[config.mk]
export PLATFORM = sky130hd
export DESIGN_NAME = sort_test_harness
export DESIGN_NICKNAME = d
export VERILOG_FILES = /design/src/rtl/sort_test_harness.sv
export SDC_FILE = /design/constraint.sdc
export NUM_CORES = 1
export LEC_CHECK = 0
export ABC_AREA = 1
export BUFFER_PORTS_ARGS = -buffer_cell sky130_fd_sc_hd__buf_2
export CORE_UTILIZATION = 40
export CTS_CLUSTER_DIAMETER = 100
export DETAILED_ROUTE_END_ITERATION = 7
export PLACE_DENSITY = 0.65
export SLEW_MARGIN = 40
export SYNTH_ARGS = -nofsm -noshare
export SYNTH_HDL_FRONTEND = slang
export SYNTH_SLANG_ARGS = --single-unit
[constraint.sdc]
create_clock -name clk -period 3.8 [get_ports clk]
set_input_delay 0.76 -clock clk [delete_from_list [all_inputs] [get_ports clk]]
set_output_delay 0.76 -clock clk [all_outputs]
set_load 0.05 [all_outputs]
[src/rtl/sort_test_harness.sv]
// rtl/sort_test_harness.sv - SDRAM insertion-sorter self-test: LFSR fill, sort handoff, order and checksum check
module sort_test_harness #(
    parameter logic [31:0] TIMEOUT = 32'd50000000,
    parameter logic [5:0]  MAX_LEN = 6'd32
) (
    input  logic        clk,
    input  logic        reset_n,
    input  logic        start,
    input  logic [5:0]  length,
    input  logic [15:0] seed,
    input  logic        waitrequest,
    input  logic        readdatavalid,
    input  logic [15:0] readdata,
    output logic        read_n,
    output logic        write_n,
    output logic        chipselect,
    output logic [31:0] address,
    output logic [1:0]  byteenable,
    output logic [15:0] writedata,
    output logic        bus_sel,
    output logic        sort_ready,
    input  logic        sort_done,
    output logic        busy,
    output logic        pass,
    output logic        fail,
    output logic        timeout,
    output logic [5:0]  err_count,
    output logic [31:0] sort_cycles
);

    typedef enum logic [2:0] {
        S_IDLE, S_FILL, S_SORT, S_RELEASE, S_CHECK, S_REPORT
    } state_t;

    state_t      state_q, state_d;
    logic        start_q, start_d;
    logic [5:0]  len_q, len_d;
    logic [15:0] lfsr_q, lfsr_d;
    logic [5:0]  idx_q, idx_d;
    logic [21:0] sum_in_q, sum_in_d;
    logic [21:0] sum_out_q, sum_out_d;
    logic [15:0] prev_q, prev_d;
    logic        rd_pend_q, rd_pend_d;
    logic [5:0]  err_count_q, err_count_d;
    logic [31:0] sort_cycles_q, sort_cycles_d;
    logic        pass_q, pass_d;
    logic        fail_q, fail_d;
    logic        timeout_q, timeout_d;
    logic        force_pass_q, force_pass_d;
    logic        force_fail_q, force_fail_d;

    logic        lfsr_fb;
    logic        verdict;
    logic [6:0]  chk_addr;

    assign lfsr_fb  = lfsr_q[0] ^ lfsr_q[2] ^ lfsr_q[3] ^ lfsr_q[5];
    assign chk_addr = {1'b0, len_q} + {1'b0, idx_q};
    assign verdict  = (err_count_q == 6'd0) && (sum_in_q == sum_out_q) && !timeout_q;

    always_comb begin
        state_d       = state_q;
        start_d       = start;
        len_d         = len_q;
        lfsr_d        = lfsr_q;
        idx_d         = idx_q;
        sum_in_d      = sum_in_q;
        sum_out_d     = sum_out_q;
        prev_d        = prev_q;
        rd_pend_d     = rd_pend_q;
        err_count_d   = err_count_q;
        sort_cycles_d = sort_cycles_q;
        pass_d        = pass_q;
        fail_d        = fail_q;
        timeout_d     = timeout_q;
        force_pass_d  = force_pass_q;
        force_fail_d  = force_fail_q;
        read_n        = 1'b1;
        write_n       = 1'b1;
        address       = 32'd0;
        writedata     = 16'd0;
        bus_sel       = 1'b0;
        sort_ready    = 1'b0;

        case (state_q)
            S_IDLE: begin
                if (start && !start_q) begin
                    len_d         = length;
                    lfsr_d        = (seed == 16'd0) ? 16'hACE1 : seed;
                    idx_d         = 6'd0;
                    rd_pend_d     = 1'b0;
                    sum_in_d      = 22'd0;
                    sum_out_d     = 22'd0;
                    err_count_d   = 6'd0;
                    sort_cycles_d = 32'd0;
                    pass_d        = 1'b0;
                    fail_d        = 1'b0;
                    timeout_d     = 1'b0;
                    force_pass_d  = 1'b0;
                    force_fail_d  = 1'b0;
                    if (length == 6'd0) begin
                        force_pass_d = 1'b1;
                        state_d      = S_REPORT;
                    end else if (length > MAX_LEN) begin
                        force_fail_d = 1'b1;
                        state_d      = S_REPORT;
                    end else begin
                        state_d = S_FILL;
                    end
                end
            end
            S_FILL: begin
                write_n   = 1'b0;
                address   = {26'd0, idx_q};
                writedata = lfsr_q;
                if (!waitrequest) begin
                    idx_d    = idx_q + 6'd1;
                    lfsr_d   = {lfsr_fb, lfsr_q[15:1]};
                    sum_in_d = sum_in_q + {6'd0, lfsr_q};
                    if (idx_q == len_q - 6'd1) begin
                        idx_d   = 6'd0;
                        state_d = S_SORT;
                    end
                end
            end
            S_SORT: begin
                bus_sel    = 1'b1;
                sort_ready = 1'b1;
                if (sort_cycles_q != 32'hFFFF_FFFF) begin
                    sort_cycles_d = sort_cycles_q + 32'd1;
                end
                if (sort_done) begin
                    state_d = S_RELEASE;
                end else if (sort_cycles_d >= TIMEOUT) begin
                    timeout_d = 1'b1;
                    state_d   = S_REPORT;
                end
            end
            S_RELEASE: begin
                // Keep the port with the sorter until it has dropped done and gone idle.
                bus_sel = 1'b1;
                if (!sort_done) begin
                    idx_d     = 6'd0;
                    rd_pend_d = 1'b0;
                    state_d   = S_CHECK;
                end
            end
            S_CHECK: begin
                if (!rd_pend_q) begin
                    read_n  = 1'b0;
                    address = {25'd0, chk_addr};
                    if (!waitrequest) begin
                        rd_pend_d = 1'b1;
                    end
                end else if (readdatavalid) begin
                    rd_pend_d = 1'b0;
                    if ((idx_q != 6'd0) && (readdata < prev_q) && (err_count_q != 6'd63)) begin
                        err_count_d = err_count_q + 6'd1;
                    end
                    sum_out_d = sum_out_q + {6'd0, readdata};
                    prev_d    = readdata;
                    idx_d     = idx_q + 6'd1;
                    if (idx_q == len_q - 6'd1) begin
                        state_d = S_REPORT;
                    end
                end
            end
            S_REPORT: begin
                if (force_pass_q) begin
                    pass_d = 1'b1;
                    fail_d = 1'b0;
                end else if (force_fail_q) begin
                    pass_d = 1'b0;
                    fail_d = 1'b1;
                end else begin
                    pass_d = verdict;
                    fail_d = !verdict;
                end
                state_d = S_IDLE;
            end
            default: state_d = S_IDLE;
        endcase
    end

    always_ff @(posedge clk) begin
        if (!reset_n) begin
            state_q       <= S_IDLE;
            start_q       <= 1'b0;
            len_q         <= 6'd0;
            lfsr_q        <= 16'd0;
            idx_q         <= 6'd0;
            sum_in_q      <= 22'd0;
            sum_out_q     <= 22'd0;
            prev_q        <= 16'd0;
            rd_pend_q     <= 1'b0;
            err_count_q   <= 6'd0;
            sort_cycles_q <= 32'd0;
            pass_q        <= 1'b0;
            fail_q        <= 1'b0;
            timeout_q     <= 1'b0;
            force_pass_q  <= 1'b0;
            force_fail_q  <= 1'b0;
        end else begin
            state_q       <= state_d;
            start_q       <= start_d;
            len_q         <= len_d;
            lfsr_q        <= lfsr_d;
            idx_q         <= idx_d;
            sum_in_q      <= sum_in_d;
            sum_out_q     <= sum_out_d;
            prev_q        <= prev_d;
            rd_pend_q     <= rd_pend_d;
            err_count_q   <= err_count_d;
            sort_cycles_q <= sort_cycles_d;
            pass_q        <= pass_d;
            fail_q        <= fail_d;
            timeout_q     <= timeout_d;
            force_pass_q  <= force_pass_d;
            force_fail_q  <= force_fail_d;
        end
    end

    assign chipselect  = 1'b1;
    assign byteenable  = 2'b11;
    assign busy        = (state_q != S_IDLE);
    assign pass        = pass_q;
    assign fail        = fail_q;
    assign timeout     = timeout_q;
    assign err_count   = err_count_q;
    assign sort_cycles = sort_cycles_q;

endmodule

==> results of run 1 <==
routing by layer:
layer	routed length [um]	vias up	track usage [%]	share of wire [%]
met5	10	-	0	0.037
met4	431	2	6.40	1.6
met3	1330	31	3.30	5.0
met2	11900	279	36.2	45
met1	13000	4426	31.0	49
li1	-	5016	-	-
worst register-to-register path, stage by stage, from the launching register on:
cell and delay (ps):
dfxtp_1 570, ha_1 370, nand2_2 120, nor2_4 160
nand2_4 110, nor2_8 160, nand3_4 300, inv_1 250
a21oi_1 90, nor2_1 100, nand2_1 50, nor2_1 100
nand3_1 150, nand3_2 170, nand3_1 80, nand2_1 90
nor2_1 50
cell type report:
cell class	count	area, um2
clock buffer	21	460
clock inverter	10	103
fill	2493	12600
inverter	167	627
multi-input combinational	1137	5900
sequential	136	2720
tap	319	399
timing repair buffer	119	617
worst paths after layout:
path	startpoint	end	cells past startpoint
max reg2reg	sort_cycles[0]$_SDFFE_PN0P_	state_q[1]$_SDFFE_PN0P_	16
max	idx_q[2]$_SDFFE_PN0P_	address[5]	10
min	prev_q[2]$_SDFFE_PN0P_	prev_q[2]$_SDFFE_PN0P_	2
min reg2reg	prev_q[2]$_SDFFE_PN0P_	prev_q[2]$_SDFFE_PN0P_	2
cells by family after synthesis:
kind of cell	share of synthesized area, %
other	0.0789
buffers and inverters	10.5
AO/OA/AOI/OAI	17.9
adder cells (fa/ha/maj)	8.38
flip-flops	28.6
AND/OR/NAND/NOR	31.5
XOR/XNOR	3.04
per-stage QoR:
stage	cells	utilization (%)	area [um2]	total power, uW
finish	1909	46.3	10800	5150
global route	1909	46.3	10800	5450
CTS	1909	46.3	10800	5170
detailed placement	1878	43.9	10300	3540
global placement	1878	43.8	10300	3520
floorplan	1504	-	9620	3100
sequential cells by signal (all words and copies together) (netlist names):
signal        cells
lfsr_q           16
len_q             6
force_fail_q      1
sort_cycles      32
idx_q             6
state_q           3
prev_q           16
err_count         6
sum_in_q         22
rd_pend_q         1
sum_out_q        22
pass              1
timeout           1
start_q           1
force_pass_q      1
fail              1
power by group through the flow:
stage | sequential, uW | combinational (uW) | clock [uW]
2_1_floorplan | 1750 | 1350 | 0
5_1_grt | 1750 | 1990 | 1710
4_1_cts | 1730 | 1790 | 1640
3_5_place_dp | 1760 | 1780 | 0
3_3_place_gp | 1760 | 1760 | 0
6_report | 1730 | 1790 | 1620
Yosys cell counts, types with 10 or more instances:
library cell,number,share of area [%]
nand2_1,401,16
inv_1,163,6.4
a21oi_1,162,8.5
nor2_1,146,5.8
dfxtp_1,136,29
o21ai_0,86,4.5
nand3_1,84,4.4
ha_1,59,7.8
buf_4,29,2.3
clkbuf_1,26,1.0
xor2_1,20,1.8
xnor2_1,13,1.2
or2_2,12,0.79
a211oi_1,11,0.87
nand4_1,10,0.66
==> flow_summary.ini, run 1 <==
[status]
status = complete, no violations

[cells_and_area]
antenna_cells = 0
syn2layout_area_growth_pct = 13.8
final_nets = 1684
layout_common_cells = 401 x nand2_1, 162 x inv_1, 162 x a21oi_1
drive_gt1_share_pct = 11.9
final_common_cell = nand2_1

[global_routing]
grt_pass1_wl_mm = 43.9
antenna_found_initial = 1
gr-usage-all-layers_pct = 22.5
first_global_vias = 8876
grt_max_degree = 72
grt-ovfl-total = 0

[power]
vdd_drop_max_uv = 344
internal_power_uw = 3060
p_switching_uw = 2090
comb_power_share_pct = 34.8
pwr-share-seq_pct = 33.7
p_leak_uw = 0.00477
p_sw_share_pct = 40.6
p_per_area_mw_per_mm2 = 475
p_clk_share_pct = 31.5

[worst_setup_path]
critPathMaxStageDelay_ps = 380
crit_chain = ha_1 -> a21oi_1 -> inv_1 -> a31oi_1 -> nor2_1 -> o21ai_0 -> nand2_1 -> xnor2_1 -> o32ai_1 -> buf_2
path_class = flip-flop to output port
cp_max_fo = 4
required_ps = 3040
slowest_stage = dfxtp_1
rrSetupSlack_ps = 780
start_kind = flip-flop
crit_arrival_ps = 2510
crit_buf_inv = 2
cp-end-kind = output port
cpLargestDelayFamily = compound AO/OA/AOI/OAI gates

[sta]
worst_slack_ps = 534
tightest_slew_ps = 681
whs_ps = 458
min_period_ps = 3270
setup_viol = 0
slew_viol_final = 0
hold_viol_final = 0
fin_tns_setup_ps = 0
fmax_ghz = 0.306
grt_setup_unrepaired = false
period_share_pct = 85.9
clock_skew_ps = 11.1
relSlewSlack_pct = 54.3

[clocking]
cts.repair.resized = 0
cts_hold_buffers = 0
clock_sinks = 136
clk_pin_slew_ps = 60
post_cts_buffers = 0
cts_buffers = 17
cts_tree = done
clk_path_buf_depth = 2
htree_levels = 4
clkLatencyLatePin_ps = 420
clock-root-buffer = clkbuf_16

[drt]
finalWirelength_mm = 26.7
vias = 9754
drt-initial-drc-count = 711
antenna_left = 0
viasPerCell = 5.11
wire_per_inst_um = 14.0
firstDrtPassIters = 7
drc = 0

[flow_run]
maxCapViolations = 0

[min_path]
min_path_type = flip-flop to flip-flop

[floorplanning]
fp-row-count = 56
die_width_um = 156
ios = 141
dieArea_mm2 = 0.0244
start_util_pct = 40.7
die_y_um = 156
coreArea_mm2 = 0.0234

[logic_synthesis]
synthesis.instances = 1478
synth_ff_type = dfxtp_1
postSynthRegisterBits = 136
synth-async-reset-ratio_pct = 0
yosysWarnings = 0
syn_area_per_cell_um2 = 6.44
synth_edf_count = 0
synth.distinct_cells = 56
synth_area_mm2 = 0.00952
yosysSeqAreaShare_pct = 28.6

[placement]
place_hpwl_mm = 20.1
portBuffers = 112
gp_congestion = 0.889
pre_cts_slack_ps = 824
No activity file was read; power rests on OpenSTA's default activity.
==> run 2: changes to the inputs <==
--- a/config.mk
+++ b/config.mk
@@ -11,6 +11,7 @@
 export CTS_CLUSTER_DIAMETER = 100
 export DETAILED_ROUTE_END_ITERATION = 7
 export PLACE_DENSITY = 0.65
+export REMOVE_ABC_BUFFERS = 1
 export SLEW_MARGIN = 40
 export SYNTH_ARGS = -nofsm -noshare
 export SYNTH_HDL_FRONTEND = slang
==> run 2 against run 1 <==
  * Clock skew is 0.64 ps higher
  * Die area stayed put
  * Register-to-register slack better by 140 ps
  * Final cell count is 0.21% higher
  * Clock-buffer cell count stayed put
  * Critical path depth stayed put
  * First-iteration DRC count is 6.2% lower
  * Total power is 3.8% higher
  * Critical endpoint unchanged
  * Largest cell class unchanged
  * Largest power group unchanged
==> flow_summary.ini, run 2 (same netlist as run 1, synthesis figures left out) <==
[status]
status = complete, no violations

[worst_setup_path]
cp-end-kind = output port
rrSetupSlack_ps = 920
reg2reg_to = state_q[0]$_SDFFE_PN0P_
path_class = flip-flop to output port
required_ps = 3040
reg2reg_depth = 16
start_kind = flip-flop
crit_arrival_ps = 2520
r2r_start = sort_cycles[0]$_SDFFE_PN0P_
cp_max_fo = 4

[sta]
clock_skew_ps = 11.7
relSlewSlack_pct = 47.2
grt_setup_unrepaired = false
fmax_ghz = 0.305
worst_slack_ps = 519
min_period_ps = 3280
period_share_pct = 86.3
hold_viol_final = 0
tightest_slew_ps = 787
setup_viol = 0
whs_ps = 447
fin_tns_setup_ps = 0
slew_viol_final = 0

[drt]
dr_wl_met3_mm = 1.59
wire_per_inst_um = 13.7
vias = 9703
wl_met2_mm = 11.9
antenna_left = 0
drc = 0
drt-initial-drc-count = 667
firstDrtPassIters = 6
top_layer = met4
finalWirelength_mm = 26.3
viasPerCell = 5.07
met1_length_mm = 12.4

[floorplanning]
ios = 141
die_width_um = 156
die_y_um = 156
coreArea_mm2 = 0.0234
start_util_pct = 40.7
dieArea_mm2 = 0.0244
fp-row-count = 56

[power]
comb_power_share_pct = 33.9
p_clk_share_pct = 33.9
pwr-share-seq_pct = 32.2
p_leak_uw = 0.00481
p_switching_uw = 2110
vdd_drop_max_uv = 273
p_sw_share_pct = 39.5
p_per_area_mw_per_mm2 = 489
internal_power_uw = 3230

[clocking]
cts.repair.resized = 0
clock_sinks = 136
htree_levels = 4
post_cts_buffers = 0
clock-root-buffer = clkbuf_16
clk_pin_slew_ps = 60
cts_tree = done
clkLatencyLatePin_ps = 430
cts_hold_buffers = 0
clk_path_buf_depth = 2
cts_buffers = 17

[flow_run]
maxCapViolations = 0

[cells_and_area]
drive_gt1_share_pct = 12.1
final_nets = 1687
largest_register_ffs = 32
fill_cells = 2466
syn2layout_area_growth_pct = 14.8
antenna_cells = 0
layout_common_cells = 401 x nand2_1, 163 x inv_1, 162 x a21oi_1
final_common_cell = nand2_1

[global_routing]
grt-ovfl-total = 0
first_global_vias = 8756
grt_max_degree = 72
gr-usage-all-layers_pct = 22.0
antenna_found_initial = 0
grt_pass1_wl_mm = 43.1

[min_path]
min_path_type = flip-flop to flip-flop
hold_path_startpoint = prev_q[0]$_SDFFE_PN0P_
hold-path-endpoint = prev_q[0]$_SDFFE_PN0P_
hold_depth = 2

[placement]
gp_congestion = 0.921
pre_cts_slack_ps = 938
portBuffers = 112
place_hpwl_mm = 19.9
-- run 2: changes by cell type in the layout (fill, tap and decap cells not counted) --
cell / change
clkinv_2: -4
buf_4: +3
bufinv_16: +2
clkbuf_1: -1
clkbuf_8: +1
clkinv_4: +1
clkinvlp_4: +1
inv_1: +1
inv_2: -1
inv_6: +1
-- run 2: how the worst max path moves through the flow --
stage | from | to | slack, ps | cells past startpoint
after floorplan | len_q[2]$_SDFFE_PN0P_ | address[5] | 430 | 9
after CTS | len_q[2]$_SDFFE_PN0P_ | address[5] | 510 | 10
after global placement | sort_cycles[0]$_SDFFE_PN0P_ | state_q[0]$_SDFFE_PN0P_ | 970 | 16
after detailed placement | sort_cycles[0]$_SDFFE_PN0P_ | state_q[0]$_SDFFE_PN0P_ | 940 | 16
after global routing | len_q[2]$_SDFFE_PN0P_ | address[5] | 300 | 10
final | len_q[2]$_SDFFE_PN0P_ | address[5] | 520 | 10
-- run 2: critical path, stage by stage (launching register included) --
cell and delay, ps:
dfxtp_1 330, ha_1 360, a21oi_1 170, inv_1 50, a31oi_1 180, nor2_1 80, o21ai_0 170, nand2_1 90
xnor2_1 130, o32ai_1 220, buf_2 320
-- run 2: per-stage QoR --
step / cell area [um2] / total power [uW] / util [%] / cells
after floorplan: 9250 / 3030 / - / 1440
after global placement: 10300 / 3540 / 43.9 / 1881
after detailed placement: 10300 / 3550 / 44.0 / 1881
after CTS: 10900 / 5380 / 46.7 / 1913
after global routing: 10900 / 5670 / 46.7 / 1913
final: 10900 / 5340 / 46.7 / 1913
-- run 2: power by group through the flow --
stage	combinational [uW]	clock, uW	sequential (uW)
after floorplan	1270	0	1750
after global placement	1790	0	1740
after detailed placement	1810	0	1750
after CTS	1820	1840	1720
after global routing	2020	1910	1740
final	1810	1810	1720
-- run 2: final cells by class --
class	count	area, um2	area share [%]
Clock inverter	11	168	1.53
Multi-Input combinational cell	1137	5900	54.0
Clock buffer	21	470	4.31
Sequential cell	136	2720	24.9
Inverter	167	627	5.74
Timing Repair Buffer	122	639	5.85
Tap cell	319	399	3.65
-- run 2: per-layer routing --
metal  up-vias  global-route usage, %
met5         -                      0
met3        27                   4.65
met1      4425                   29.2
met4         0                   5.70
li1       5022                      -
met2       229                   36.0
